$ cat config.mk
export PLATFORM = sky130hd
export DESIGN_NAME = rxd_freq_tx
export DESIGN_NICKNAME = d
export VERILOG_FILES = /design/src/rtl/rxd_freq_pkg.sv /design/src/rtl/rxd_freq_tx_halfcnt.sv /design/src/rtl/rxd_freq_tx.sv
export SDC_FILE = /design/constraint.sdc
export NUM_CORES = 1
export LEC_CHECK = 0
export ABC_AREA = 1
export BUFFER_PORTS_ARGS = -buffer_cell sky130_fd_sc_hd__clkbuf_2
export CAP_MARGIN = 20
export CORE_ASPECT_RATIO = 1.2
export CORE_MARGIN = 1.5
export CORE_UTILIZATION = 39
export CTS_CLUSTER_DIAMETER = 150
export DETAILED_ROUTE_END_ITERATION = 10
export PLACE_DENSITY = 0.61
export SYNTH_ARGS = -nofsm -noshare
export SYNTH_HDL_FRONTEND = slang
export SYNTH_HIERARCHICAL = 1
export SYNTH_SLANG_ARGS = --single-unit
$ cat constraint.sdc
create_clock -name clk_20M -period 5.1 [get_ports clk_20M]
set_input_delay 1.02 -clock clk_20M [delete_from_list [all_inputs] [get_ports clk_20M]]
set_output_delay 1.02 -clock clk_20M [all_outputs]
set_load 0.005 [all_outputs]
$ cat src/rtl/rxd_freq_pkg.sv
// rtl/rxd_freq_pkg.sv - shared encodings and timing constants for the frequency-coded lock-status link
package rxd_freq_pkg;

  typedef enum logic [1:0] {
    ST_IDLE = 2'd0,
    ST_HIGH = 2'd1,
    ST_LOW  = 2'd2
  } tx_state_e;

  // Transmit half-periods; the receiver accepts 18..22 and 190..210 cycle periods around them.
  localparam int HALF_1M_DEF   = 10;
  localparam int HALF_100K_DEF = 100;
  localparam int ERR_HALF_DEF  = 50;
  localparam int RX_1M_MIN     = 18;
  localparam int RX_1M_MAX     = 22;
  localparam int RX_100K_MIN   = 190;
  localparam int RX_100K_MAX   = 210;
  localparam int NUM_BRK       = 19999;

  function automatic logic [2:0] sat_inc3(input logic [2:0] v, input logic [2:0] lim);
    return (v < lim) ? v + 3'd1 : v;
  endfunction

endpackage

$ cat src/rtl/rxd_freq_tx_halfcnt.sv
// rtl/rxd_freq_tx_halfcnt.sv - half-period counter, restarts at each phase end and while idle
module rxd_freq_tx_halfcnt
  import rxd_freq_pkg::*;
(
  input  logic       clk_20M,
  input  logic       clr,
  input  logic       run,
  input  logic [7:0] half,
  output logic       tc
);

  logic [7:0] cnt_q;
  logic [7:0] cnt_d;

  assign tc = run && (cnt_q == half - 8'd1);

  always_comb begin
    cnt_d = cnt_q + 8'd1;
    if (!run || tc) cnt_d = 8'd0;
  end

  always_ff @(posedge clk_20M or negedge clr) begin
    if (!clr) cnt_q <= 8'd0;
    else      cnt_q <= cnt_d;
  end

endmodule

$ cat src/rtl/rxd_freq_tx.sv
// rtl/rxd_freq_tx.sv - frequency-coded lock-status transmitter; RXD_FREQ_TX_ERR_INJ_EN enables error periods
module rxd_freq_tx
  import rxd_freq_pkg::*;
#(
  parameter int   HALF_1M     = HALF_1M_DEF,
  parameter int   HALF_100K   = HALF_100K_DEF,
  parameter int   MIN_PERIODS = 2,
  parameter logic IDLE_LEVEL  = 1'b1,
  parameter int   ERR_HALF    = ERR_HALF_DEF
) (
  input  logic clk_20M,
  input  logic clr,
  input  logic tx_en,
  input  logic lock_req,
  input  logic err_inj,
  output logic txd,
  output logic tx_mode,
  output logic period_strobe,
  output logic busy
);

  localparam logic [7:0] H_1M   = 8'(HALF_1M);
  localparam logic [7:0] H_100K = 8'(HALF_100K);
  localparam logic [7:0] H_ERR  = 8'(ERR_HALF);
  localparam logic [2:0] MIN_P  = 3'(MIN_PERIODS);

  tx_state_e  state_q, state_d;
  logic       txd_q, txd_d;
  logic       tx_mode_q, tx_mode_d;
  logic       strobe_q, strobe_d;
  logic       busy_q, busy_d;
  logic [2:0] pc_q, pc_d;
  logic [2:0] pc_inc;
  logic       period_start;
  logic       err_act;
  logic [7:0] half;
  logic       tc;

`ifdef RXD_FREQ_TX_ERR_INJ_EN
  logic err_pend_q, err_pend_d;
  logic err_act_q, err_act_d;

  // A pulse landing on a period start is kept for the following period.
  always_comb begin
    err_act_d  = err_act_q;
    err_pend_d = err_pend_q | err_inj;
    if (period_start) begin
      err_act_d  = err_pend_q;
      err_pend_d = err_inj;
    end
  end

  always_ff @(posedge clk_20M or negedge clr) begin
    if (!clr) begin
      err_pend_q <= 1'b0;
      err_act_q  <= 1'b0;
    end else begin
      err_pend_q <= err_pend_d;
      err_act_q  <= err_act_d;
    end
  end

  assign err_act = err_act_q;
`else
  logic unused_err_inj;
  assign unused_err_inj = err_inj;
  assign err_act        = 1'b0;
`endif

  always_comb half = err_act ? H_ERR : (tx_mode_q ? H_1M : H_100K);

  rxd_freq_tx_halfcnt u_halfcnt (
    .clk_20M (clk_20M),
    .clr     (clr),
    .run     (state_q != ST_IDLE),
    .half    (half),
    .tc      (tc)
  );

  always_comb begin
    state_d      = state_q;
    txd_d        = txd_q;
    tx_mode_d    = tx_mode_q;
    strobe_d     = 1'b0;
    pc_d         = pc_q;
    period_start = 1'b0;
    pc_inc       = err_act ? pc_q : sat_inc3(pc_q, MIN_P);
    case (state_q)
      ST_IDLE: begin
        txd_d = IDLE_LEVEL;
        if (tx_en) begin
          state_d      = ST_HIGH;
          txd_d        = 1'b1;
          strobe_d     = 1'b1;
          tx_mode_d    = lock_req;
          pc_d         = 3'd0;
          period_start = 1'b1;
        end
      end
      ST_HIGH: begin
        if (tc) begin
          state_d = ST_LOW;
          txd_d   = 1'b0;
        end
      end
      ST_LOW: begin
        // Last LOW cycle is the period boundary: the only point where tx_en and lock_req matter.
        if (tc) begin
          pc_d = pc_inc;
          if (!tx_en) begin
            state_d = ST_IDLE;
            txd_d   = IDLE_LEVEL;
          end else begin
            state_d      = ST_HIGH;
            txd_d        = 1'b1;
            strobe_d     = 1'b1;
            period_start = 1'b1;
            if (pc_inc >= MIN_P && lock_req != tx_mode_q) begin
              tx_mode_d = lock_req;
              pc_d      = 3'd0;
            end
          end
        end
      end
      default: begin
        state_d = ST_IDLE;
        txd_d   = IDLE_LEVEL;
      end
    endcase
    busy_d = (state_d != ST_IDLE);
  end

  always_ff @(posedge clk_20M or negedge clr) begin
    if (!clr) begin
      state_q   <= ST_IDLE;
      txd_q     <= IDLE_LEVEL;
      tx_mode_q <= 1'b0;
      strobe_q  <= 1'b0;
      busy_q    <= 1'b0;
      pc_q      <= 3'd0;
    end else begin
      state_q   <= state_d;
      txd_q     <= txd_d;
      tx_mode_q <= tx_mode_d;
      strobe_q  <= strobe_d;
      busy_q    <= busy_d;
      pc_q      <= pc_d;
    end
  end

  assign txd           = txd_q;
  assign tx_mode       = tx_mode_q;
  assign period_strobe = strobe_q;
  assign busy          = busy_q;

endmodule

==> run_summary.xml <==
<?xml version="1.0" encoding="UTF-8"?>
<metrics>
  <group name="pwr">
    <metric name="p_switching" unit="uW">46.4</metric>
    <metric name="netSwitchingFraction" unit="">0.216</metric>
    <metric name="total_chip_power" unit="uW">215</metric>
    <metric name="clock_power_share" unit="">0.317</metric>
    <metric name="part_of_the_power_in_registers" unit="">0.625</metric>
    <metric name="leakagePower" unit="nW">0.632</metric>
    <metric name="internal_power" unit="uW">169</metric>
    <metric name="irDropWorstVdd" unit="V">0.000112</metric>
    <metric name="combinationalPowerShare" unit="">0.057</metric>
    <metric name="power-per-cell-area" unit="mW/mm^2">175</metric>
  </group>
  <group name="global_routing">
    <metric name="antenna_found_initial" unit="">0</metric>
    <metric name="grtUsageTotal" unit="">0.148</metric>
    <metric name="largest_net_degree_at_the_start_of_global_routing" unit="">18</metric>
    <metric name="overflow" unit="">0</metric>
    <metric name="grt_first_pass_wirelength" unit="um">3480</metric>
    <metric name="number_of_global_route_vias_before_repair" unit="">892</metric>
  </group>
  <group name="floorplan">
    <metric name="core_region_area" unit="mm^2">0.00260</metric>
    <metric name="dieHeight" unit="um">61.2</metric>
    <metric name="initial_core_util" unit="">0.423</metric>
    <metric name="num_io_pins" unit="">9</metric>
    <metric name="floorplan.die.width" unit="um">51.5</metric>
    <metric name="core.rowCount" unit="">20</metric>
    <metric name="fp.dieArea" unit="mm^2">0.00315</metric>
  </group>
  <group name="setup_path">
    <metric name="slowest_delay" unit="ps">580</metric>
    <metric name="cp_num_buf_inv" unit="">3</metric>
    <metric name="timing.critical_path.max_delay_family" unit="">simple AND/OR/NAND/NOR gates</metric>
    <metric name="path_cells" unit="">inv_1, nor2_2, nand2_1, o21ai_0, nand3_1, nor2_1, nand2_1, nor2_1, inv_1, nand2_1, nand3_2, clkinv_1, nand2_1, nand2_1, nand2_1</metric>
    <metric name="worstSetupPathType" unit="">reg -&gt; reg</metric>
    <metric name="worst-endpoint-arrival" unit="ps">2610</metric>
    <metric name="cp-end-kind" unit="">flop</metric>
    <metric name="path_common_cell" unit="">nand2_1</metric>
    <metric name="timing.critical_path.required" unit="ps">5280</metric>
    <metric name="slowest_stage" unit="">dfrtp_1</metric>
    <metric name="setup.worst_path.start_class" unit="">flop</metric>
    <metric name="worst-path-max-fanout" unit="">11</metric>
  </group>
  <group name="cts">
    <metric name="clock_insertion_delay_worst_skew" unit="ps">280</metric>
    <metric name="htree_depth" unit="">1</metric>
    <metric name="clock_tree_from_tritoncts" unit="">yes</metric>
    <metric name="clk_pin_slew_worst_paths" unit="ps">90</metric>
    <metric name="post_cts_hold_buffer_count" unit="">0</metric>
    <metric name="clock-root-buffer" unit="">clkbuf_4</metric>
    <metric name="clock-sinks" unit="">17</metric>
    <metric name="post_cts_buffers" unit="">0</metric>
    <metric name="count_of_instances_resized_after_the_clock_tree_is_built" unit="">0</metric>
    <metric name="numCtsBuffers" unit="">3</metric>
    <metric name="cts_max_path_buffers" unit="">2</metric>
  </group>
  <group name="final_layout">
    <metric name="finish.net_count" unit="">183</metric>
    <metric name="number_of_fill_cells" unit="">265</metric>
    <metric name="drive_above_1_share" unit="">0.0862</metric>
    <metric name="multi_input_area" unit="um^2">611</metric>
    <metric name="area_taken_by_flip_flops_and_latches" unit="um^2">427</metric>
    <metric name="flow.area_growth_from_synthesis" unit="%">11.7</metric>
    <metric name="n_antenna_cell" unit="">0</metric>
  </group>
  <group name="yosys">
    <metric name="async_reset_ff_frac" unit="">1.00</metric>
    <metric name="synth_most_common_cell" unit="">nand2_1</metric>
    <metric name="synth_enable_flop_cells" unit="">0</metric>
    <metric name="synth.cell_area" unit="mm^2">0.00110</metric>
    <metric name="synth_top_cells_by_area" unit="">dfrtp_1, nand2_1, nor2_1</metric>
    <metric name="post_syn_area_per_cell" unit="um^2">7.06</metric>
    <metric name="ys_warn_count" unit="">6</metric>
    <metric name="synth-main-ff-cell" unit="">dfrtp_1</metric>
    <metric name="synth_top_cell_area_share" unit="">0.364</metric>
    <metric name="synth.yosys.seq_area_share" unit="">0.388</metric>
    <metric name="ys_types" unit="">20</metric>
    <metric name="syn-instance-count" unit="">156</metric>
    <metric name="synth_commonest_cells" unit="">nand2_1, nor2_1, inv_1, dfrtp_1, nand3_1</metric>
    <metric name="cell_type_with_the_largest_total_area_after_synthesis" unit="">dfrtp_1</metric>
    <metric name="ys_ff_latch" unit="">17</metric>
  </group>
  <group name="timing">
    <metric name="setup-violations-final" unit="">0</metric>
    <metric name="final_period_minus_worst_setup_slack" unit="ps">2430</metric>
    <metric name="whs" unit="ps">506</metric>
    <metric name="grt_setup_unrepaired" unit="">false</metric>
    <metric name="finalClockSkew" unit="ps">2.10</metric>
    <metric name="timing.setup.tns" unit="ps">0</metric>
    <metric name="drv_slew" unit="">0</metric>
    <metric name="timing.fmax" unit="GHz">0.411</metric>
    <metric name="worst_slack" unit="ps">2670</metric>
    <metric name="timing.final.hold_violations" unit="">0</metric>
    <metric name="period_utilisation_layout" unit="">0.477</metric>
  </group>
  <group name="routing">
    <metric name="postRouteAntennaNets" unit="">0</metric>
    <metric name="routed_wl" unit="um">2020</metric>
    <metric name="vias" unit="">949</metric>
    <metric name="post_route_drc" unit="">0</metric>
    <metric name="drt_iter0_drc" unit="">7</metric>
    <metric name="route.detailed.wl_per_inst" unit="um">9.76</metric>
    <metric name="route.detailed.vias_per_inst" unit="">4.58</metric>
    <metric name="drt-pass1-iter-count" unit="">3</metric>
  </group>
  <group name="place">
    <metric name="detailedPlacementHpwl" unit="um">1650</metric>
    <metric name="detailedPlace.worstSlack" unit="ps">2660</metric>
    <metric name="port_buffers" unit="">7</metric>
    <metric name="place.gp.congestion" unit="">0.768</metric>
  </group>
  <group name="run_status">
    <metric name="status" unit="">complete, no violations</metric>
  </group>
  <group name="hold_path">
    <metric name="hp-class" unit="">reg -&gt; reg</metric>
  </group>
  <group name="run">
    <metric name="timing.max_cap.violations" unit="">0</metric>
  </group>
</metrics>
registers in the layout (all words and copies together), names as in the netlist:
signal and count:
tx_mode 1, period_strobe 1, busy 1, pc_q 3, state_q 2, u_halfcnt/cnt_q 8, txd 1
power by group through the flow:
| stage | sequential, mW | combinational, mW | clock [mW] |
|---|---|---|---|
| after floorplan | 0.137 | 0.00710 | 0 |
| after global placement | 0.137 | 0.0121 | 0 |
| after detailed placement | 0.137 | 0.0124 | 0 |
| after CTS | 0.135 | 0.0125 | 0.0736 |
| after global routing | 0.135 | 0.0147 | 0.0784 |
| final | 0.135 | 0.0123 | 0.0684 |
cell usage in the layout (no fill, tap or decap):
cell type	count
a22o_1	1
clkbuf_1	1
nand3b_1	1
dfrtp_1	16
conb_1	8
clkbuf_2	7
nand2_1	42
o21ai_0	6
clkbuf_4	3
nor2_2	2
nor3_1	1
xnor2_1	4
nand3_2	1
nor2_1	25
clkinv_1	2
o21ai_1	2
nand4_1	2
xor2_1	9
inv_1	22
nand3_1	14
ha_1	3
nand2_4	1
dfstp_2	1
cell families (layout without fill, tap and decap cells):
| kind of cell | count (synthesis) | in the layout | synth area share |
|---|---|---|---|
| simple gates | 89 | 89 | 0.345 |
| other cells | 1 | 8 | 0.00341 |
| buf+inv | 24 | 35 | 0.0818 |
| flops | 17 | 17 | 0.388 |
| fa+ha+maj | 3 | 3 | 0.0341 |
| compound gates | 9 | 9 | 0.0443 |
| xor+xnor | 13 | 13 | 0.103 |
layer usage:
layer / vias up / part of all wire / track usage
met5: - / 0 / 0
met4: 0 / 0.0084 / 0.0789
met3: 2 / 0.016 / 0.0146
met2: 5 / 0.54 / 0.295
met1: 433 / 0.43 / 0.150
li1: 509 / - / -
metrics by stage:
stage,util,area (um^2),std cells
global route,0.473,1230,207
global placement,0.463,1200,203
floorplan,-,1130,163
finish,0.473,1230,207
detailed placement,0.463,1200,203
CTS,0.473,1230,207
path summary, 6_finish.rpt:
check | depth (start not counted) | to | start | slack (ps)
worst min-delay path | 1 | u_halfcnt/cnt_q[0]$_DFF_PN0_ | u_halfcnt/cnt_q[0]$_DFF_PN0_ | 510
worst min register to register | 1 | u_halfcnt/cnt_q[0]$_DFF_PN0_ | u_halfcnt/cnt_q[0]$_DFF_PN0_ | 510
worst max register to register | 15 | tx_mode$_DFFE_PN0P_ | tx_mode$_DFFE_PN0P_ | 2670
worst max-delay path | 15 | tx_mode$_DFFE_PN0P_ | tx_mode$_DFFE_PN0P_ | 2670
max in group asynchronous | 1 | txd$_DFFE_PN1P_ | clr | 4120
min in group asynchronous | 1 | state_q[0]$_DFF_PN0_ | clr | 650
cell type report:
class / count / share of cell area
clock buffers: 4 / 0.0214
repair buffers: 7 / 0.0285
flip-flops and latches: 17 / 0.347
well taps: 33 / 0.0336
inverters: 24 / 0.0732
multi-input cells: 122 / 0.496
(Power assumes the default switching activity.)
